File: src/rtl/rgb_color_scheduler_if.sv
// Pixel, configuration, mapper and RGB handshake signals for rgb_color_scheduler.
// The scheduler takes the master side; the surrounding environment takes the slave side.
interface rgb_color_scheduler_if;
  logic        cfg_we;
  logic [1:0]  cfg_sel;
  logic [31:0] cfg_data;
  logic        pix_valid;
  logic        pix_ready;
  logic [15:0] pix_iter;
  logic        map_do_color;
  logic [15:0] map_data;
  logic [31:0] map_coeff;
  logic        map_done;
  logic [3:0]  map_value;
  logic        rgb_valid;
  logic        rgb_ready;
  logic [11:0] rgb_out;
  logic        busy;
  logic        timeout_err;

  modport master (
    input  cfg_we, cfg_sel, cfg_data, pix_valid, pix_iter, map_done, map_value, rgb_ready,
    output pix_ready, map_do_color, map_data, map_coeff, rgb_valid, rgb_out, busy, timeout_err
  );

  modport slave (
    output cfg_we, cfg_sel, cfg_data, pix_valid, pix_iter, map_done, map_value, rgb_ready,
    input  pix_ready, map_do_color, map_data, map_coeff, rgb_valid, rgb_out, busy, timeout_err
  );
endinterface

File: src/rtl/rgb_color_scheduler.sv
// Time-shares one colour mapper across the R, G and B coefficients and packs
// the three 4-bit results into a 12-bit VGA word; in-set pixels go straight to black.
module rgb_color_scheduler #(
  parameter logic [15:0] MAX_ITER_DEF = 16'd255,
  parameter logic [31:0] R_COEFF_DEF  = 32'h3DCCCCCD,
  parameter logic [31:0] G_COEFF_DEF  = 32'h3E4CCCCD,
  parameter logic [31:0] B_COEFF_DEF  = 32'h3E99999A,
  parameter int unsigned TIMEOUT      = 32'd255
) (
  input  logic                  clk,
  input  logic                  reset_n,
  rgb_color_scheduler_if.master bus
);
  localparam logic [7:0] TIMEOUT_LIM = 8'(TIMEOUT);

  typedef enum logic [2:0] {
    S_IDLE      = 3'd0,
    S_ISSUE     = 3'd1,
    S_WAIT_DONE = 3'd2,
    S_RELEASE   = 3'd3,
    S_OUTPUT    = 3'd4
  } state_e;

  state_e           state_q, state_d;
  logic [1:0]       ch_q, ch_d;
  logic [7:0]       cnt_q, cnt_d;
  logic [2:0][3:0]  slot_q, slot_d;
  logic [2:0][31:0] coeff_q, coeff_d;
  logic [15:0]      max_iter_q, max_iter_d;
  logic [15:0]      map_data_q, map_data_d;
  logic [31:0]      map_coeff_q, map_coeff_d;
  logic [11:0]      rgb_out_q, rgb_out_d;
  logic             terr_q, terr_d;
  logic             accept_s, in_set_s, expired_s, last_ch_s;
  logic             pix_ready_s, busy_s, rgb_valid_s, do_color_s;

  function automatic logic [31:0] coeff_of(input logic [2:0][31:0] c, input logic [1:0] ch);
    logic [31:0] r;
    case (ch)
      2'd0:    r = c[0];
      2'd1:    r = c[1];
      2'd2:    r = c[2];
      default: r = c[0];
    endcase
    return r;
  endfunction

  assign accept_s  = bus.pix_valid && (state_q == S_IDLE);
  assign in_set_s  = (bus.pix_iter >= max_iter_q);
  assign expired_s = (cnt_q == TIMEOUT_LIM);
  assign last_ch_s = (ch_q == 2'd2);

  // State register
  always_ff @(posedge clk or negedge reset_n) begin
    if (!reset_n) begin
      state_q <= S_IDLE;
    end else begin
      state_q <= state_d;
    end
  end

  // Next-state decode
  always_comb begin
    state_d = state_q;
    case (state_q)
      S_IDLE: begin
        if (accept_s) begin
          state_d = in_set_s ? S_OUTPUT : S_ISSUE;
        end else begin
          state_d = S_IDLE;
        end
      end
      S_ISSUE:     state_d = S_WAIT_DONE;
      S_WAIT_DONE: begin
        if (bus.map_done || expired_s) begin
          state_d = S_RELEASE;
        end else begin
          state_d = S_WAIT_DONE;
        end
      end
      S_RELEASE: begin
        if (!bus.map_done || expired_s) begin
          state_d = last_ch_s ? S_OUTPUT : S_ISSUE;
        end else begin
          state_d = S_RELEASE;
        end
      end
      S_OUTPUT: begin
        if (bus.rgb_ready) begin
          state_d = S_IDLE;
        end else begin
          state_d = S_OUTPUT;
        end
      end
      default: state_d = S_IDLE;
    endcase
  end

  // Outputs decoded from the state register only
  always_comb begin
    pix_ready_s = 1'b0;
    busy_s      = 1'b1;
    rgb_valid_s = 1'b0;
    do_color_s  = 1'b0;
    case (state_q)
      S_IDLE: begin
        pix_ready_s = 1'b1;
        busy_s      = 1'b0;
      end
      S_WAIT_DONE: do_color_s  = 1'b1;
      S_OUTPUT:    rgb_valid_s = 1'b1;
      default:     busy_s      = 1'b1;
    endcase
  end

  // Datapath next values: config registers, channel sequencing and result slots
  always_comb begin
    coeff_d     = coeff_q;
    max_iter_d  = max_iter_q;
    ch_d        = ch_q;
    cnt_d       = cnt_q;
    slot_d      = slot_q;
    map_data_d  = map_data_q;
    map_coeff_d = map_coeff_q;
    rgb_out_d   = rgb_out_q;
    terr_d      = terr_q;
    if (bus.cfg_we) begin
      case (bus.cfg_sel)
        2'd0:    coeff_d[0] = bus.cfg_data;
        2'd1:    coeff_d[1] = bus.cfg_data;
        2'd2:    coeff_d[2] = bus.cfg_data;
        2'd3:    max_iter_d = bus.cfg_data[15:0];
        default: max_iter_d = max_iter_q;
      endcase
    end else begin
      coeff_d = coeff_q;
    end
    case (state_q)
      S_IDLE: begin
        if (accept_s) begin
          map_data_d = bus.pix_iter;
          ch_d       = 2'd0;
          slot_d     = '0;
          rgb_out_d  = in_set_s ? 12'h000 : rgb_out_q;
        end else begin
          ch_d = ch_q;
        end
      end
      S_ISSUE: begin
        // Snapshot here so a config write cannot disturb an in-flight mapper pass
        map_coeff_d = coeff_of(coeff_q, ch_q);
        cnt_d       = 8'd0;
      end
      S_WAIT_DONE: begin
        if (bus.map_done) begin
          slot_d[ch_q] = bus.map_value;
          cnt_d        = 8'd0;
        end else if (expired_s) begin
          slot_d[ch_q] = 4'h0;
          terr_d       = 1'b1;
          cnt_d        = 8'd0;
        end else begin
          cnt_d = (cnt_q == 8'hFF) ? cnt_q : cnt_q + 8'd1;
        end
      end
      S_RELEASE: begin
        if (!bus.map_done || expired_s) begin
          terr_d = terr_q | (bus.map_done & expired_s);
          cnt_d  = 8'd0;
          if (last_ch_s) begin
            rgb_out_d = {slot_q[0], slot_q[1], slot_q[2]};
          end else begin
            ch_d = ch_q + 2'd1;
          end
        end else begin
          cnt_d = (cnt_q == 8'hFF) ? cnt_q : cnt_q + 8'd1;
        end
      end
      S_OUTPUT: rgb_out_d = rgb_out_q;
      default:  cnt_d     = 8'd0;
    endcase
  end

  // Datapath registers
  always_ff @(posedge clk or negedge reset_n) begin
    if (!reset_n) begin
      coeff_q     <= {B_COEFF_DEF, G_COEFF_DEF, R_COEFF_DEF};
      max_iter_q  <= MAX_ITER_DEF;
      ch_q        <= 2'd0;
      cnt_q       <= 8'd0;
      slot_q      <= '0;
      map_data_q  <= 16'd0;
      map_coeff_q <= 32'd0;
      rgb_out_q   <= 12'h000;
      terr_q      <= 1'b0;
    end else begin
      coeff_q     <= coeff_d;
      max_iter_q  <= max_iter_d;
      ch_q        <= ch_d;
      cnt_q       <= cnt_d;
      slot_q      <= slot_d;
      map_data_q  <= map_data_d;
      map_coeff_q <= map_coeff_d;
      rgb_out_q   <= rgb_out_d;
      terr_q      <= terr_d;
    end
  end

  assign bus.pix_ready    = pix_ready_s;
  assign bus.busy         = busy_s;
  assign bus.rgb_valid    = rgb_valid_s;
  assign bus.map_do_color = do_color_s;
  assign bus.map_data     = map_data_q;
  assign bus.map_coeff    = map_coeff_q;
  assign bus.rgb_out      = rgb_out_q;
  assign bus.timeout_err  = terr_q;
endmodule
File: src/flat_wrapper.sv
// flat-port wrapper written by rule: the top's interface ports become plain ports
module rgb_color_scheduler_flat 
#(
  parameter logic [15:0] MAX_ITER_DEF = 16'd255,
  parameter logic [31:0] R_COEFF_DEF  = 32'h3DCCCCCD,
  parameter logic [31:0] G_COEFF_DEF  = 32'h3E4CCCCD,
  parameter logic [31:0] B_COEFF_DEF  = 32'h3E99999A,
  parameter int unsigned TIMEOUT      = 32'd255
)
  (clk, reset_n, bus_cfg_we, bus_cfg_sel, bus_cfg_data, bus_pix_valid, bus_pix_iter, bus_map_done, bus_map_value, bus_rgb_ready, bus_pix_ready, bus_map_do_color, bus_map_data, bus_map_coeff, bus_rgb_valid, bus_rgb_out, bus_busy, bus_timeout_err);
  rgb_color_scheduler_if bus_i ();
  input  logic clk;
  input  logic reset_n;
  input wire logic [$bits(bus_i.cfg_we)-1:0] bus_cfg_we;
  input wire logic [$bits(bus_i.cfg_sel)-1:0] bus_cfg_sel;
  input wire logic [$bits(bus_i.cfg_data)-1:0] bus_cfg_data;
  input wire logic [$bits(bus_i.pix_valid)-1:0] bus_pix_valid;
  input wire logic [$bits(bus_i.pix_iter)-1:0] bus_pix_iter;
  input wire logic [$bits(bus_i.map_done)-1:0] bus_map_done;
  input wire logic [$bits(bus_i.map_value)-1:0] bus_map_value;
  input wire logic [$bits(bus_i.rgb_ready)-1:0] bus_rgb_ready;
  output wire logic [$bits(bus_i.pix_ready)-1:0] bus_pix_ready;
  output wire logic [$bits(bus_i.map_do_color)-1:0] bus_map_do_color;
  output wire logic [$bits(bus_i.map_data)-1:0] bus_map_data;
  output wire logic [$bits(bus_i.map_coeff)-1:0] bus_map_coeff;
  output wire logic [$bits(bus_i.rgb_valid)-1:0] bus_rgb_valid;
  output wire logic [$bits(bus_i.rgb_out)-1:0] bus_rgb_out;
  output wire logic [$bits(bus_i.busy)-1:0] bus_busy;
  output wire logic [$bits(bus_i.timeout_err)-1:0] bus_timeout_err;
  assign bus_i.cfg_we = bus_cfg_we;
  assign bus_i.cfg_sel = bus_cfg_sel;
  assign bus_i.cfg_data = bus_cfg_data;
  assign bus_i.pix_valid = bus_pix_valid;
  assign bus_i.pix_iter = bus_pix_iter;
  assign bus_i.map_done = bus_map_done;
  assign bus_i.map_value = bus_map_value;
  assign bus_i.rgb_ready = bus_rgb_ready;
  assign bus_pix_ready = bus_i.pix_ready;
  assign bus_map_do_color = bus_i.map_do_color;
  assign bus_map_data = bus_i.map_data;
  assign bus_map_coeff = bus_i.map_coeff;
  assign bus_rgb_valid = bus_i.rgb_valid;
  assign bus_rgb_out = bus_i.rgb_out;
  assign bus_busy = bus_i.busy;
  assign bus_timeout_err = bus_i.timeout_err;
  rgb_color_scheduler #(.MAX_ITER_DEF(MAX_ITER_DEF), .R_COEFF_DEF(R_COEFF_DEF), .G_COEFF_DEF(G_COEFF_DEF), .B_COEFF_DEF(B_COEFF_DEF), .TIMEOUT(TIMEOUT)) u_core (.clk(clk), .reset_n(reset_n), .bus(bus_i));
endmodule
File: config.mk
export PLATFORM = sky130hd
export DESIGN_NAME = rgb_color_scheduler_flat
export DESIGN_NICKNAME = d
export VERILOG_FILES = /design/src/rtl/rgb_color_scheduler_if.sv /design/src/rtl/rgb_color_scheduler.sv /design/src/flat_wrapper.sv
export SDC_FILE = /design/constraint.sdc
export NUM_CORES = 1
export LEC_CHECK = 0
export ABC_AREA = 0
export ABC_CLOCK_PERIOD_IN_PS = 4200
export CAP_MARGIN = 5
export CORE_MARGIN = 2
export CORE_UTILIZATION = 50
export CTS_CLUSTER_SIZE = 12
export DETAILED_ROUTE_END_ITERATION = 10
export GPL_ROUTABILITY_DRIVEN = 0
export GPL_TIMING_DRIVEN = 1
export PLACE_DENSITY = 0.74
export SETUP_SLACK_MARGIN = 0.4
export SLEW_MARGIN = 0
export SYNTH_ARGS = -nofsm -noshare
export SYNTH_HDL_FRONTEND = slang
export SYNTH_SLANG_ARGS = --single-unit
export TNS_END_PERCENT = 5
File: constraint.sdc
create_clock -name clk -period 4.2 [get_ports clk]
set_clock_uncertainty 0.2 [all_clocks]
set_input_delay 0.84 -clock clk [delete_from_list [all_inputs] [get_ports clk]]
set_output_delay 0.84 -clock clk [all_outputs]
set_load 0.02 [all_outputs]
==> metrics.md, run 1 <==
| Metric | Value |
|---|---|
| H-tree level count | 4 |
| Post-detail-place hpwl | 14100 µm |
| Starting density of the core | 51.0% |
| CTS Sinks | 198 |
| Fraction of layout cells with a size suffix above 1 | between 20% and 30% |
| Synthesized flop and latch total | 198 |
| Share of synthesized cell area in and, or, nand and nor gates | around a tenth |
| Synthesized net count | 793 |
| Final sum of negative setup slack | 0 ps |
| Number of different library cells in the post-synthesis netlist | 56 |
| YS warnings | 0 |
| Static leakage power | 0.00467 µW |
| Compound-Gate Fraction of Synth Area | between 10% and 20% |
| Worst VDD drop | 0.374 mV |
| Routed wire length | 21200 µm |
| Share of the yosys chip area belonging to registers | 57.2% |
| Post-synthesis adder-cell area fraction | 2.85% |
| Aggregate global routing overflow | 0 |
| Growth of design area from synthesis to finish | 22.4% |
| Worst setup EP type | output port |
| TritonCTS clock tree | done |
| Top post-synthesis cells by count | 138 x sky130_fd_sc_hd__dfrtp_1, 112 x sky130_fd_sc_hd__mux2_2, 91 x sky130_fd_sc_hd__nand2_1, 60 x sky130_fd_sc_hd__dfstp_2, 45 x sky130_fd_sc_hd__nor2_1 |
| Ports placed on the boundary | 125 |
| Number of optimization iterations in the first detailed-route pass | 5 |
| Initial DRC Count | 404 |
| Vert. Die Dim | 137 µm |
| Die ar. | approximately 19000 µm² |
| Clock buffer count from CTS | 17 |
| Wire length of the first global-routing pass | 33800 µm |
| Cell accounting for the most synthesized area | sky130_fd_sc_hd__dfrtp_1 |
| Post-layout nets | 904 |
| Most frequently used cell type in the post-synthesis netlist | sky130_fd_sc_hd__dfrtp_1 |
| Layout filler cell count | 1282 |
| Routed wire length per instance | 20.0 µm |
| Residual DRC count | 0 |
| Final Critical Period | around 3400 ps |
| Crit path arrival time | 2330 ps |
| Std cell rows | 48 |
| Number of antenna violations at the first check in global routing | 0 |
| CTS Hold Bufs | 0 |
| Most instantiated flip-flop cell in the synthesis netlist | sky130_fd_sc_hd__dfrtp_1 |
| Via count normalized by instance count | 5.88 |
| Via total after detailed routing | between 6000 and 7000 |
| Avg Synthesized Cell Area | 12.3 µm² |
| Total count of hold-check failures in the final report | 0 |
| P per Cell Area | 666 nW/µm² |
| Final worst setup slack | slightly above 800 ps |
| Dominant combinational cell family by area after synthesis | multiplexers |
| Count of input and output buffers | between 100 and 150 |
| Transition time at the pin with the least slew margin | 999 ps |
| Via count of the first global-routing pass | approximately 6600 |
| Worst Setup Slack post-DPL | 668 ps |
| Result of the run | finished, final reports clean |
| Proportion of synthesized area in mux cells | 14.4% |
| Clock-pin slew of the registers on the worst-case setup and hold paths | approximately 70 ps |
| Period utilization | 80.3% |
| Min-Delay Path Class | flop to flop |
| # resized after CTS | 0 |
| Number of enable-type register cells in the synthesized netlist | 0 |
| Maximum capacitance violations | 0 |
| ANT cells | 0 |
| Floorplan core area | 17200 µm² |
| Clock Latency Late Sink | 430 ps |
| Reg2Reg Setup Slack | roughly 1400 ps |
| Xor and xnor fraction of the mapped netlist area | less than 1% |
| Setup-violating endpoint count in the final report | 0 |
| Fraction of post-synthesis cell area in the top cell type by area | 39.3% |
| Worst slew margin relative to its limit | 33.3% |
| Maximum fanout along the worst path | 15 |
| Root buffer selected by CTS | sky130_fd_sc_hd__clkbuf_16 |
| Routed Antenna Nets | 0 |
| Post-CTS setup buffer count | 0 |
| Global router's overall resource usage | 23.6% |
| Maximum number of buffers from clock root to sink | 2 |
| Endpoint required time on the critical path | 3160 ps |
| CP startpoint kind | flop |
| Critical path class | flop to output port |
| FFs w/ async S/R, synth | between 90% and 100% |
| Combined area of all synthesized cells | 8790 µm² |
| Pin count of the biggest net entering global routing | 112 |
| Mapped Cells | 713 |
| Final number of max-transition violations | 0 |
| Dominant cells by area after synthesis | sky130_fd_sc_hd__dfrtp_1 39%, sky130_fd_sc_hd__dfstp_2 18%, sky130_fd_sc_hd__mux2_2 14% |
| Fmax | 296 MHz |
| RSZ-0062 raised after global routing | no |
| Die X | 137 µm |
[area by class of cell]
| type | instances | area [µm²] | area share, % |
|---|---|---|---|
| clock buffer | 26 | 499 | 4.64 |
| clock inverter | 6 | 68.8 | 0.640 |
| inverter | 21 | 78.8 | 0.733 |
| multi-input combinational | 450 | 3450 | 32.1 |
| sequential | 198 | 5030 | 46.7 |
| tap | 225 | 282 | 2.62 |
| timing repair buffer | 136 | 1350 | 12.5 |
[stage by stage]
stage / hold slack [ps] / std cells / power (µW) / util, % / area (µm²)
2_1_floorplan: 266 / 713 / 4500 / - / 8790
3_3_place_gp: 262 / 1030 / 5480 / 59.1 / 10200
3_5_place_dp: 270 / 1030 / 5620 / 59.1 / 10200
4_1_cts: 286 / 1062 / 7220 / 62.4 / 10800
5_1_grt: 308 / 1062 / 7580 / 62.4 / 10800
6_report: 281 / 1062 / 7170 / 62.4 / 10800
[registers in the layout, indices dropped and copies added, names as in the netlist]
| register | cells |
|---|---|
| u_core.cnt_q | 8 |
| u_core.state_q | 3 |
| u_core.bus.timeout_err | 1 |
| u_core.coeff_q | 96 |
| u_core.ch_q | 2 |
| u_core.bus.rgb_out | 12 |
| u_core.slot_q | 12 |
| u_core.bus.map_data | 16 |
| u_core.max_iter_q | 16 |
| u_core.bus.map_coeff | 32 |
[path summary, 6_finish.rpt]
path | cells past startpoint | from | endpoint
setup / recovery | 3 | u_core.state_q[1] | bus_rgb_valid
hold / removal | 2 | u_core.bus.map_data[2] | u_core.bus.map_data[2]
setup reg to reg | 7 | u_core.max_iter_q[7] | u_core.bus.rgb_out[5]
hold reg to reg | 2 | u_core.bus.map_data[2] | u_core.bus.map_data[2]
max in group asynchronous | 2 | reset_n | u_core.coeff_q[24]
min in group asynchronous | 1 | reset_n | u_core.bus.map_data[13]
[kinds of logic (layout without fill, tap and decap cells)]
family                   count (synthesis)  after routing
AO/OA/AOI/OAI                          131            131
buffers and inverters                   65            189
multiplexers                           112            112
AND/OR/NAND/NOR                        184            184
adder cells (fa/ha/maj)                 20             20
XOR/XNOR                                 3              3
flip-flops                             198            198
[layout by cell type (no fill, tap or decap), types with 3 or more instances in the layout]
cell type,netlist,final
sky130_fd_sc_hd__dfrtp_1,138,138
sky130_fd_sc_hd__clkdlybuf4s50_1,0,123
sky130_fd_sc_hd__mux2_2,112,112
sky130_fd_sc_hd__nand2_1,91,91
sky130_fd_sc_hd__dfstp_2,60,60
sky130_fd_sc_hd__nor2_1,45,45
sky130_fd_sc_hd__o31ai_1,34,34
sky130_fd_sc_hd__a221oi_1,32,32
sky130_fd_sc_hd__inv_1,21,21
sky130_fd_sc_hd__ha_1,20,19
sky130_fd_sc_hd__o21ai_0,17,17
sky130_fd_sc_hd__clkbuf_16,0,17
sky130_fd_sc_hd__a221o_1,13,13
sky130_fd_sc_hd__a22o_1,13,13
sky130_fd_sc_hd__and3_1,12,12
sky130_fd_sc_hd__buf_4,2,11
sky130_fd_sc_hd__nand3_1,6,6
sky130_fd_sc_hd__clkbuf_1,26,5
sky130_fd_sc_hd__clkbuf_8,2,5
sky130_fd_sc_hd__nand4_1,4,4
sky130_fd_sc_hd__and2_1,3,3
sky130_fd_sc_hd__and3_2,3,3
[worst max-delay path: stages, from the launching register on]
cell and delay, ps:
sky130_fd_sc_hd__dfrtp_1 540, sky130_fd_sc_hd__nor2_1 510, sky130_fd_sc_hd__and2_1 240, sky130_fd_sc_hd__clkdlybuf4s50_1 620
[power by group]
| part | internal (µW) | switching (µW) |
|---|---|---|
| Clock | 886 | 677 |
| Sequential | 2520 | 362 |
| Combinational | 1190 | 1530 |
[routing by layer]
metal / GRT usage, % / routed length [µm] / up-vias
met3: 5.63 / 1200 / 37
met2: 40.1 / 10700 / 217
met1: 29.8 / 8920 / 3186
met5: 0 / 0 / -
li1: - / - / 2807
met4: 8.22 / 371 / 0
(Power assumes the default switching activity.)
==> run 2: changes to the inputs <==
--- a/config.mk
+++ b/config.mk
@@ -6,7 +6,7 @@
 export NUM_CORES = 1
 export LEC_CHECK = 0
 export ABC_AREA = 0
-export ABC_CLOCK_PERIOD_IN_PS = 4200
+export ABC_CLOCK_PERIOD_IN_PS = 3400
 export CAP_MARGIN = 5
 export CORE_MARGIN = 2
 export CORE_UTILIZATION = 50
==> constraint.sdc (replaced) <==
create_clock -name clk -period 3.4 [get_ports clk]
set_clock_uncertainty 0.2 [all_clocks]
set_input_delay 0.68 -clock clk [delete_from_list [all_inputs] [get_ports clk]]
set_output_delay 0.68 -clock clk [all_outputs]
set_load 0.02 [all_outputs]
==> run 2 against run 1 <==
Effect of this change: hold slack worse by 250 ps; global-route usage fell by 0.094 points; die area did not move; highest routed layer unchanged; utilization up 0.54 points; critical endpoint is now bus_pix_ready.
==> metrics.md, run 2 (same netlist as run 1, synthesis figures left out) <==
| Metric | Value |
|---|---|
| Placed cell count | 1037 (+0.68%) |
| Critical path's top delay family | buffers and inverters |
| Final Critical Period | between 2000 and 3000 ps |
| H-tree level count | 4 (unchanged) |
| Final worst setup slack | 503 ps (-324 ps) |
| Layout filler cell count | 1290 (+0.62%) |
| Global router's overall resource usage | 23.6% (-0.094 points) |
| Wire length of the first global-routing pass | 33700 µm (-0.35%) |
| Final number of max-transition violations | 0 (unchanged) |
| Design internal power | 5770 µW (+25%) |
| Result of the run | finished, final reports clean |
| Share of total power in combinational logic | 37.5% (-0.5 points) |
| Via count normalized by instance count | 5.80 (-1.4%) |
| Starting density of the core | 51.0% (unchanged) |
| Commonest non-fill, non-tap cell in the layout | sky130_fd_sc_hd__dfrtp_1 |
| Worst setup EP type | output port |
| Pin count of the biggest net entering global routing | 75 (-33%) |
| Cell chain of the critical path | or3_1 -> inv_1 -> clkdlybuf4s50_1 |
| Transition time at the pin with the least slew margin | 620 ps (-379 ps) |
| Static leakage power | 0.00470 µW (+0.65%) |
| Worst Setup Slack post-DPL | 379 ps (-289 ps) |
| Routed wire length per instance | 19.5 µm (-2.2%) |
| Clock-pin slew of the registers on the worst-case setup and hold paths | 70 ps (about the same) |
| Largest reg by FF count | u_core.coeff_q |
| Final Util | 63.0% (+0.54 points) |
| Clock group share of total power | 22.5% (+0.7 points) |
| Maximum capacitance violations | 0 (unchanged) |
| Number of optimization iterations in the first detailed-route pass | 5 (unchanged) |
| Sw Share | 35.6% (-0.31 points) |
| Total stage count of the critical path | 3 (unchanged) |
| Clock buffer count from CTS | 17 (unchanged) |
| Clock Latency Late Sink | 430 ps (about the same) |
| Total count of hold-check failures in the final report | 0 (unchanged) |
| Worst slew margin relative to its limit | 58.7% (+25 points) |
| Count of placed standard cells in the final layout, fillers left out | 1069 (+0.66%) |
| Post-detail-place hpwl | 14000 µm (-0.11%) |
| Via count of the first global-routing pass | 6551 (-1.4%) |
| Critical Path Slowest Stage Cell | sky130_fd_sc_hd__clkdlybuf4s50_1 |
| CP startpoint kind | flop |
| Endpoint required time on the critical path | 2520 ps (-640 ps) |
| Setup-violating endpoint count in the final report | 0 (unchanged) |
| Std cell rows | 48 (unchanged) |
| CTS Sinks | 198 (unchanged) |
| Count of input and output buffers | 124 (unchanged) |
| Post-CTS setup buffer count | 0 (unchanged) |
| Maximum number of buffers from clock root to sink | 2 (unchanged) |
| RSZ-0062 raised after global routing | no |
| Die X | 137 µm (unchanged) |
| Ports placed on the boundary | 125 (unchanged) |
| Final sum of negative setup slack | 0 ps (unchanged) |
| Aggregate global routing overflow | 0 (unchanged) |
| Register share of total power | 40.0% (-0.2 points) |
| Max FFs per register | 96 (unchanged) |
| Routed Antenna Nets | 0 (unchanged) |
| Period utilization | 85.2% |
| Fmax | between 300 and 400 MHz |
| Growth of design area from synthesis to finish | 23.5% |
| Commonest cells after routing, fill and taps aside | 136 x sky130_fd_sc_hd__dfrtp_1, 123 x sky130_fd_sc_hd__clkdlybuf4s50_1, 112 x sky130_fd_sc_hd__mux2_2 |
| Maximum cell stage delay along the critical path | 590 ps (-30 ps) |
| Floorplan core area | 17200 µm² (unchanged) |
| Crit path arrival time | 2020 ps (-310 ps) |
| Vert. Die Dim | 137 µm (unchanged) |
| Switching power total | 3180 µW (+24%) |
| Fraction of layout cells with a size suffix above 1 | 28.9% (+1.3 points) |
| Residual DRC count | 0 (unchanged) |
| Min-Delay Path Class | primary input to asynchronous set/reset pin |
| Post-layout nets | 911 (+0.77%) |
| Initial DRC Count | 460 (+14%) |
| Bufs and invs on worst path | 2 (+1) |
| Path depth of the worst reg2reg path | 7 (unchanged) |
| P per Cell Area | 825 nW/µm² (+24%) |
| Root buffer selected by CTS | sky130_fd_sc_hd__clkbuf_16 |
| Maximum fanout along the worst path | 7 (-8) |
| ANT cells | 0 (unchanged) |
| TritonCTS clock tree | done |
| Via total after detailed routing | 6200 (-0.75%) |
| Number of antenna violations at the first check in global routing | 0 (unchanged) |
| Worst VDD drop | 0.429 mV (+15%) |
| Die ar. | 18700 µm² (unchanged) |
| Critical path class | flop to output port |
| Routed wire length | 20900 µm (-1.6%) |
-- run 2: power by group through the flow --
stage / Clock [µW] / Sequential [µW] / Combinational, µW
after global placement: 0 / 3540 / 3250
after CTS: 2050 / 3560 / 3380
after global routing: 2160 / 3660 / 3660
final: 2020 / 3580 / 3360
after floorplan: 0 / 3820 / 1740
after detailed placement: 0 / 3600 / 3360
-- run 2: metal layers --
| metal | vias to the layer above | track usage (%) | part of all wire [%] |
|---|---|---|---|
| met5 | - | 0 | 0 |
| met4 | 0 | 7.18 | 1.5 |
| met3 | 29 | 5.41 | 5.6 |
| met2 | 209 | 38.9 | 49 |
| met1 | 3149 | 31.1 | 44 |
| li1 | 2813 | - | - |
-- run 2: timing repair --
action / CTS / global route
hold buffers: 0 / 0
endpoints found under the setup margin: 0 / 2
gates resized for setup: 0 / 3
-- run 2: stage by stage --
step | total power, µW | hold WS, ps | cell area (µm²)
5_1_grt | 9470 | 83.7 | 10900
4_1_cts | 8990 | 72.0 | 10800
6_report | 8950 | 28.4 | 10900
3_3_place_gp | 6790 | 259 | 10300
2_1_floorplan | 5560 | 184 | 8790
3_5_place_dp | 6960 | 266 | 10300
-- run 2: worst paths after layout --
| kind | startpoint | endpoint | slack, ps |
|---|---|---|---|
| setup / recovery | u_core.state_q[2] | bus_pix_ready | 500 |
| hold / removal | reset_n | u_core.bus.map_data[9] | 30 |
| setup reg to reg | u_core.max_iter_q[7] | u_core.state_q[2] | 980 |
| hold reg to reg | u_core.bus.map_coeff[30] | u_core.bus.map_coeff[30] | 270 |
| max in group asynchronous | reset_n | u_core.coeff_q[87] | 2130 |
| min in group clk | u_core.bus.map_coeff[30] | u_core.bus.map_coeff[30] | 270 |
-- run 2: cell type report --
| type | count | area (µm²) | share of cell area [%] |
|---|---|---|---|
| Sequential cell | 198 | 5030 | 46.4 |
| Multi-Input combinational cell | 450 | 3460 | 31.8 |
| Timing Repair Buffer | 143 | 1410 | 13.0 |
| Clock buffer | 19 | 433 | 3.99 |
| Tap cell | 225 | 282 | 2.59 |
| Clock inverter | 13 | 159 | 1.46 |
| Inverter | 21 | 78.8 | 0.726 |
==> patch, RTL diff (settings of run 2) <==
The 5 states of `state_e` get a one-hot encoding in 5 bits.
--- a/src/rtl/rgb_color_scheduler.sv
+++ b/src/rtl/rgb_color_scheduler.sv
@@ -13,12 +13,12 @@
 );
   localparam logic [7:0] TIMEOUT_LIM = 8'(TIMEOUT);
 
-  typedef enum logic [2:0] {
-    S_IDLE      = 3'd0,
-    S_ISSUE     = 3'd1,
-    S_WAIT_DONE = 3'd2,
-    S_RELEASE   = 3'd3,
-    S_OUTPUT    = 3'd4
+  typedef enum logic [4:0] {
+    S_IDLE      = 5'b00001,
+    S_ISSUE     = 5'b00010,
+    S_WAIT_DONE = 5'b00100,
+    S_RELEASE   = 5'b01000,
+    S_OUTPUT    = 5'b10000
   } state_e;
 
   state_e           state_q, state_d;
Behaviour: no difference found for any inputs over 4 cycles, from zero or initial values and one cycle with reset_n low; so few cycles prove little.
==> patch against run 2 <==
Combinational power decreased by 33%. Routed wire length rose by 0.40%. First-iteration DRC count is 19% lower. Setup slack improved by 0.15 ns. Power decreased by 15%. Sequential cell count rose by 2. Final area is 1.4% higher. Largest power group unchanged. Area after synthesis increased by 1.3%. Largest cell class unchanged.
==> patch: results (changes against run 2) <==
- Detailed placer's ending HPWL: 14300 um (was 14000 um)
- Dpl cell area: 10400 sq um (was 10300 sq um)
- Met1 GRT Util: 0.311 (about the same)
- Area of the multi-input gates: 3540 sq um (was 3460 sq um)
- Layout cells sized above 1: 0.289 (about the same)
- Fraction of the yosys area taken by sequential cells: 0.571 (was 0.572)
- GRT Overall Usage: 0.238 (was 0.236)
- Outcome: completed (unchanged)
- Nets: 935 (was 911)
- Met3 usage: 0.0625 (was 0.0541)
- LEAKAGE: 4.83 nW (was 4.70 nW)
- R2R Path Start: u_core.ch_q[0] (was u_core.max_iter_q[7])
- WL met1: 9140 um (was 9100 um)
- Worst slew pin tran: 0.919 ns (was 0.620 ns)
- Number of library cell types mapped by synthesis: 45 (was 56)
- Layout clock area frac: 0.0539 (was 0.0545)
- Adder and majority gate portion of the synthesized area: 0.0281 (was 0.0285)
- Leading post-synthesis cells by cell area: dfrtp_1 (39%), dfstp_2 (18%), mux2_2 (14%) (unchanged)
- First-pass GRT wire length: 34600 um (was 33700 um)
- Vias/cell: 5.80 (about the same)
- NetSw: 2.50 mW (was 3.18 mW)
- Crit path from: u_core.state_q[0] (was u_core.state_q[2])
- Non-clk buf share: 0.130 (about the same)
- Most frequent cells after synthesis: dfrtp_1 (139), mux2_2 (113), nand2_1 (104) (was dfrtp_1 (138), mux2_2 (112), nand2_1 (91))
- Iter 0 DRT Violations: 373 (was 460)
- Seq area share: 0.462 (was 0.464)
- Clock share of power: 0.260 (was 0.225)
- Post-Route WL: 20900 um (about the same)
- Mux cell area share after synthesis: 0.143 (was 0.144)
- Vias in the first global route: 6700 (was 6551)
- CP endpoint: bus_busy (was bus_pix_ready)
- Die span in x: 137 um (about the same)
- Peak supply drop: 0.690 mV (was 0.429 mV)
- DR WL met2: 10300 um (about the same)
- M2 GR Usage: 0.396 (was 0.389)
- FFs & Latches: 200 (was 198)
- Reg-to-reg endpoint: u_core.bus.rgb_out[9] (was u_core.state_q[2])
- Number of fill cells: 1291 (was 1290)
- Wire length on met3: 1250 um (was 1170 um)
[patch: stage by stage]
stage	worst slack (ns)	util	instances	power [mW]
2_1_floorplan	1.11	-	738	4.61
3_3_place_gp	0.281	0.600	1061	5.54
3_5_place_dp	0.201	0.600	1061	5.65
4_1_cts	0.507	0.634	1093	7.65
5_1_grt	0.507	0.634	1093	8.02
6_report	0.655	0.634	1093	7.58
[patch: repair_timing]
item | 4_1_cts | 5_1_grt
endpoints found under the setup margin | 1 | 1
resized for setup | 2 | 1
pin swaps | 0 | 0
[patch: worst min-delay path by stage]
stage	to	slack [ns]
finish	u_core.cnt_q[4]	0.11
global route	u_core.cnt_q[6]	0.14
CTS	u_core.cnt_q[6]	0.13
detailed placement	u_core.bus.timeout_err	0.25
global placement	u_core.bus.timeout_err	0.24
floorplan	u_core.bus.map_coeff[0]	0.18
[patch: worst max-delay path, cell delays in order, from the launching register on]
cell and delay [ns]:
dfstp_2 0.57, nor2b_1 0.16, nand2_1 0.13, clkdlybuf4s50_1 0.57
